$ cat src/rtl/uart_frame_parser.sv
// uart_frame_parser: decodes SYNC/CMD/LEN/payload/CHK command frames from a
// UART receiver byte stream and reports payload bytes, frame completion and errors.
//
// Ports:
//   clk      in   reference clock
//   rst      in   synchronous reset, active-low
//   I_DATA   in   received byte, valid when NrD=1
//   NrD      in   new-byte strobe, one cycle per byte
//   O_CMD    out  command byte of the current/last frame
//   O_LEN    out  length byte of the current/last frame
//   O_PDATA  out  payload byte, valid with PV
//   O_PIDX   out  0-based payload index of O_PDATA
//   PV       out  payload-valid pulse
//   FrD      out  frame-done pulse (checksum matched)
//   FrE      out  frame-error pulse
//   O_ERR    out  error code with FrE: 01 length, 10 checksum, 11 timeout
module uart_frame_parser #(
  parameter logic [7:0]  SYNC_BYTE = 8'hA5,
  parameter int unsigned MAX_LEN   = 16,
  parameter int unsigned TIMEOUT   = 4160
) (
  input  logic       clk,
  input  logic       rst,
  input  logic [7:0] I_DATA,
  input  logic       NrD,
  output logic [7:0] O_CMD,
  output logic [7:0] O_LEN,
  output logic [7:0] O_PDATA,
  output logic [7:0] O_PIDX,
  output logic       PV,
  output logic       FrD,
  output logic       FrE,
  output logic [1:0] O_ERR
);

  localparam int unsigned TW       = $clog2(TIMEOUT + 1);
  localparam logic [TW-1:0] TMO_LAST = TW'(TIMEOUT - 1);
  localparam logic [7:0]  MAX_LEN_B = 8'(MAX_LEN);

  localparam logic [1:0] ERR_LEN = 2'b01;
  localparam logic [1:0] ERR_CHK = 2'b10;
  localparam logic [1:0] ERR_TMO = 2'b11;

  typedef enum logic [2:0] {
    S_IDLE,
    S_CMD,
    S_LEN,
    S_PAYLOAD,
    S_CHK
  } state_t;

  state_t        state_q;
  logic [7:0]    cmd_q, len_q, pdata_q, pidx_q;
  logic [7:0]    chk_q;
  logic [7:0]    cnt_q;
  logic [TW-1:0] tmo_q;
  logic          pv_q, frd_q, fre_q;
  logic [1:0]    err_q;

  // Frame FSM; every output is a register, pulses default low each cycle.
  always_ff @(posedge clk) begin
    if (!rst) begin
      state_q <= S_IDLE;
      cmd_q   <= '0;
      len_q   <= '0;
      pdata_q <= '0;
      pidx_q  <= '0;
      chk_q   <= '0;
      cnt_q   <= '0;
      tmo_q   <= '0;
      pv_q    <= 1'b0;
      frd_q   <= 1'b0;
      fre_q   <= 1'b0;
      err_q   <= '0;
    end else begin
      pv_q  <= 1'b0;
      frd_q <= 1'b0;
      fre_q <= 1'b0;
      if (NrD) begin
        // A byte always beats a timeout landing in the same cycle.
        tmo_q <= '0;
        case (state_q)
          S_IDLE: begin
            if (I_DATA == SYNC_BYTE) state_q <= S_CMD;
          end
          S_CMD: begin
            cmd_q   <= I_DATA;
            chk_q   <= I_DATA;
            state_q <= S_LEN;
          end
          S_LEN: begin
            len_q <= I_DATA;
            chk_q <= chk_q ^ I_DATA;
            cnt_q <= '0;
            if (I_DATA > MAX_LEN_B) begin
              fre_q   <= 1'b1;
              err_q   <= ERR_LEN;
              state_q <= S_IDLE;
            end else if (I_DATA == 8'd0) begin
              state_q <= S_CHK;
            end else begin
              state_q <= S_PAYLOAD;
            end
          end
          S_PAYLOAD: begin
            pdata_q <= I_DATA;
            pidx_q  <= cnt_q;
            pv_q    <= 1'b1;
            chk_q   <= chk_q ^ I_DATA;
            // Counter wraps to 0 on the last byte so it never passes MAX_LEN-1.
            if (cnt_q == len_q - 8'd1) begin
              cnt_q   <= '0;
              state_q <= S_CHK;
            end else begin
              cnt_q <= cnt_q + 8'd1;
            end
          end
          S_CHK: begin
            if (I_DATA == chk_q) begin
              frd_q <= 1'b1;
            end else begin
              fre_q <= 1'b1;
              err_q <= ERR_CHK;
            end
            state_q <= S_IDLE;
          end
          default: state_q <= S_IDLE;
        endcase
      end else if (state_q != S_IDLE) begin
        // Inter-byte watchdog; fires on the TIMEOUT-th idle cycle after a byte.
        if (tmo_q == TMO_LAST) begin
          tmo_q   <= '0;
          fre_q   <= 1'b1;
          err_q   <= ERR_TMO;
          cnt_q   <= '0;
          state_q <= S_IDLE;
        end else begin
          tmo_q <= tmo_q + TW'(1);
        end
      end
    end
  end

  assign O_CMD   = cmd_q;
  assign O_LEN   = len_q;
  assign O_PDATA = pdata_q;
  assign O_PIDX  = pidx_q;
  assign PV      = pv_q;
  assign FrD     = frd_q;
  assign FrE     = fre_q;
  assign O_ERR   = err_q;

endmodule
$ cat config.mk
export PLATFORM = sky130hd
export DESIGN_NAME = uart_frame_parser
export DESIGN_NICKNAME = d
export VERILOG_FILES = /design/src/rtl/uart_frame_parser.sv
export SDC_FILE = /design/constraint.sdc
export NUM_CORES = 1
export LEC_CHECK = 0
export BUFFER_PORTS_ARGS = -buffer_cell sky130_fd_sc_hd__buf_2
export CAP_MARGIN = 0
export CORE_MARGIN = 5
export CORE_UTILIZATION = 45
export DETAILED_ROUTE_END_ITERATION = 16
export HOLD_SLACK_MARGIN = 0.03
export PLACE_DENSITY = 0.68
export SKIP_CTS_REPAIR_TIMING = 1
export SLEW_MARGIN = 15
export SYNTH_ARGS = -nofsm -noshare
export SYNTH_HDL_FRONTEND = slang
export SYNTH_SLANG_ARGS = --single-unit
$ cat constraint.sdc
create_clock -name clk -period 2.5 [get_ports clk]
set_clock_uncertainty 0.1 [all_clocks]
set_input_delay 0.125 -clock clk [delete_from_list [all_inputs] [get_ports clk]]
set_output_delay 0.125 -clock clk [all_outputs]
set_load 0.01 [all_outputs]
==> flow_summary.rst <==
.. list-table::
   :header-rows: 1

   * - Metric
     - Value
   * - Outcome
     - complete, no violations
   * - Post-DP HPWL
     - 5200 um
   * - Highest clock frequency the design can meet
     - 0.449 GHz
   * - Yosys top cell by area
     - sky130_fd_sc_hd__dfxtp_1
   * - Sequential Area
     - 0.00138 sq mm
   * - Required time worst endpoint
     - 2.62 ns
   * - Leading post-synthesis cells by cell area
     - sky130_fd_sc_hd__dfxtp_1 41%, sky130_fd_sc_hd__nand2_1 11%, sky130_fd_sc_hd__xor2_1 7.8%
   * - Final hold viol count
     - 0
   * - Critical path fanouts, max
     - 7
   * - Final Max Slew Viols
     - 0
   * - Sinks on Clock Net
     - 69
   * - Flops & latches, synth
     - 69
   * - Number of levels in the clock H-tree
     - 3
   * - Post-route antenna net violation count
     - 0
   * - Global placement routability congestion
     - 0.801
   * - R2R cell count
     - 8
   * - Initial antenna violation count
     - 0
   * - Crit path largest cell delay
     - 0.40 ns
   * - Cell with the largest stage delay on the worst path
     - sky130_fd_sc_hd__dfxtp_1
   * - Number of cells produced by synthesis
     - 389
   * - Endpoint class of the critical path
     - register
   * - Part of the cycle the worst path needs
     - 0.891
   * - Warnings, synthesis
     - 0
   * - Detailed-route vias per instance
     - 5.02
   * - Top-area cell type share of the netlist area
     - 0.410
   * - PD cells
     - 775 mW/mm^2
   * - GRT Util Overall
     - 0.171
   * - Wire length per cell after detailed routing
     - 13.7 um
   * - Count of port buffers added during placement
     - 47
   * - Netlist area before placement
     - 0.00337 sq mm
   * - Fill cell instance count of the final layout
     - 724
   * - Post-Route Hold Slack
     - 0.0301 ns
   * - Commonest non-fill, non-tap cell in the layout
     - sky130_fd_sc_hd__nand2_1
   * - Placed standard-cell area
     - 0.00362 sq mm
   * - Post-synthesis net count
     - 403
   * - Highest ir drop seen on vdd
     - 477 uV
   * - Length of the first detailed-routing pass in iterations
     - 4
   * - Library cell used as clock root buffer
     - sky130_fd_sc_hd__clkbuf_8
   * - Cell repeated most along the worst path
     - sky130_fd_sc_hd__nor3b_1
   * - Area occupied by multi-input gates
     - 0.00182 sq mm
   * - GRT overflow
     - 0
   * - Vias after detailed routing
     - 2725
   * - Post-Syn Area per Cell
     - 8.67 sq um
   * - Number of nets in the layout
     - 453
   * - Nature of the critical path startpoint
     - register
   * - Synthesis-to-layout area growth
     - 16.0%
   * - Hold depth
     - 3
   * - Worst hold-check path type
     - in -> reg
   * - Leakage power total
     - 0.00150 uW
   * - Worst Tran Pin Value
     - 0.683 ns
   * - Final Instance Area
     - 0.00391 sq mm
   * - Core Box Area
     - 0.00729 sq mm
   * - Reported max-cap violation count
     - 0
   * - Wire length of the first global-routing pass
     - 12500 um
   * - Fraction of layout instances using a drive strength above 1
     - 0.194
   * - Hold_sp
     - I_DATA[1]
   * - Violation count after the first detailed-route iteration
     - 143
   * - Slew headroom
     - 0.543
   * - Placed Cells incl. Taps
     - 519
   * - Number of buffers created by CTS
     - 9
   * - Total wire length
     - 7450 um
   * - Die Y-Extent
     - 96.5 um
   * - Starting Density
     - 0.462
   * - Clock transition at the registers of the reported paths
     - 0.09 ns
   * - Finished Layout Cells
     - 543
   * - Worst flop-to-flop path endpoint
     - cnt_q[1]$_SDFFE_PN0P_
   * - Die span in x
     - 96.5 um
   * - Sum of negative setup slack
     - 0 ns
   * - Cell chain of the critical path
     - inv_1 -> ha_1 -> nor3b_1 -> xnor2_1 -> nor4_1 -> o2111ai_2 -> a21boi_4 -> nor3b_1
   * - Worst Setup Path Type
     - reg -> reg
   * - Capture endpoint of the worst hold path
     - O_PDATA[1]$_SDFFE_PN0P_
   * - Floorplan die area
     - 0.00932 sq mm
   * - Vias in the first global route
     - 2555
   * - Count of boundary I/O pins
     - 48
   * - Placement Rows
     - 31
   * - Kind of cell with the highest combined delay on the critical path
     - compound AO/OA/AOI/OAI gates
   * - Most frequent cells in the layout
     - 97 x sky130_fd_sc_hd__nand2_1, 69 x sky130_fd_sc_hd__dfxtp_1, 47 x sky130_fd_sc_hd__buf_2
   * - Unique cell type count in the Yosys netlist
     - 48
   * - Startpoint of the most critical setup path
     - O_LEN[0]$_SDFFE_PN0P_
   * - Maximum number of buffers from clock root to sink
     - 2
   * - Reg2reg setup slack
     - 0.27 ns
   * - Drt drc
     - 0
   * - Data arrival time of the critical path
     - 2.35 ns
   * - Worst flop-to-flop path startpoint
     - O_LEN[0]$_SDFFE_PN0P_
   * - Maximum number of pins on one net before global-route repair
     - 33
   * - Proportion of synthesized chip area in sequential cells
     - 0.410
   * - Count of final setup violators
     - 0
   * - Minimum clock period
     - 2.23 ns
   * - Insertion delay of the later-clocked pin in the worst-skew pair
     - 0.35 ns
   * - Buffers & Inverters on Critical Path
     - 1
   * - Ant. Diodes
     - 0
   * - Setup repair after global routing missed its margin
     - no
   * - Clock tree from TritonCTS
     - built
## final cells by class
type | count | share of cell area
clock buffers | 10 | 0.0352
repair buffers | 62 | 0.0941
inverters | 3 | 0.00288
clock inverters | 6 | 0.0176
flip-flops and latches | 69 | 0.353
multi-input cells | 294 | 0.465
well taps | 99 | 0.0317
## Yosys cell counts, drive strengths merged
cell / count
o21ai: 9
or3: 5
and4: 1
nand3b: 3
inv: 3
nand3: 8
nand2b: 2
nand4: 4
ha: 3
dfxtp: 69
clkbuf: 20
a31oi: 3
or4b: 1
o2111a: 1
nand2: 97
and3: 7
nor4: 7
xnor2: 15
nor3b: 10
nor4b: 2
mux2i: 1
a32o: 1
a21o: 1
nor3: 5
bufbuf: 1
nor2b: 2
nor2: 20
or2: 1
o2111ai: 1
nand4b: 1
buf: 2
a21boi: 34
a21oi: 7
o221a: 1
xor2: 30
o31ai: 1
and2: 10
## cells by family (layout without fill, tap and decap cells)
group                    Yosys count  after routing  share of synthesized area
multiplexers                       1              1                    0.00297
adder cells (fa/ha/maj)            3              3                     0.0111
buffers and inverters             26             81                     0.0509
flip-flops                        69             69                      0.410
AND/OR/NAND/NOR                  186            186                      0.279
XOR/XNOR                          45             45                      0.117
AO/OA/AOI/OAI                     59             59                      0.130
## report_power, final
group	internal (uW)	leakage, uW	switching, uW
Combinational	340	0.000834	467
Clock	497	0.000104	455
Sequential	1200	0.000557	72.9
## per-stage QoR
stage	power (uW)	setup slack, ns	util
after floorplan	1910	0.394	-
after CTS	3030	0.262	0.525
after global placement	2080	0.339	0.497
after global routing	3210	0.128	0.536
after detailed placement	2090	0.275	0.497
final	3030	0.272	0.536
## how the worst max path moves through the flow
| stage | to | slack (ns) | depth (start not counted) |
|---|---|---|---|
| finish | cnt_q[1]$_SDFFE_PN0P_ | 0.27 | 8 |
| global route | cnt_q[1]$_SDFFE_PN0P_ | 0.13 | 5 |
| CTS | cnt_q[7]$_SDFFE_PN0P_ | 0.26 | 8 |
| detailed placement | cnt_q[7]$_SDFFE_PN0P_ | 0.27 | 8 |
| global placement | cnt_q[1]$_SDFFE_PN0P_ | 0.34 | 5 |
| floorplan | cnt_q[1]$_SDFFE_PN0P_ | 0.39 | 8 |
## layer usage
| layer | wire length, um | global-route usage | part of all wire | up-vias |
|---|---|---|---|---|
| met4 | 74 | 0.0561 | 0.0099 | 0 |
| met5 | 0 | 0 | 0 | - |
| met3 | 375 | 0.0457 | 0.050 | 5 |
| met2 | 3410 | 0.259 | 0.46 | 49 |
| li1 | - | - | - | 1406 |
| met1 | 3590 | 0.236 | 0.48 | 1265 |
## state kept, by name, summed over array words and instances (netlist names), 2 cells and up
register,count
O_PIDX,8
O_CMD,8
tmo_q,13
O_ERR,2
cnt_q,8
O_PDATA,8
state_q,3
O_LEN,8
chk_q,8
## worst reg2reg max path: cells and delay by family, from the launching register on
family | cells | cell delay (ns)
AO/OA/AOI/OAI | 2 | 0.61
buffers and inverters | 1 | 0.06
adder cells (fa/ha/maj) | 1 | 0.22
AND/OR/NAND/NOR | 3 | 0.58
XOR/XNOR | 1 | 0.13
flip-flops | 1 | 0.40
Power figures use the tool's default switching activity.
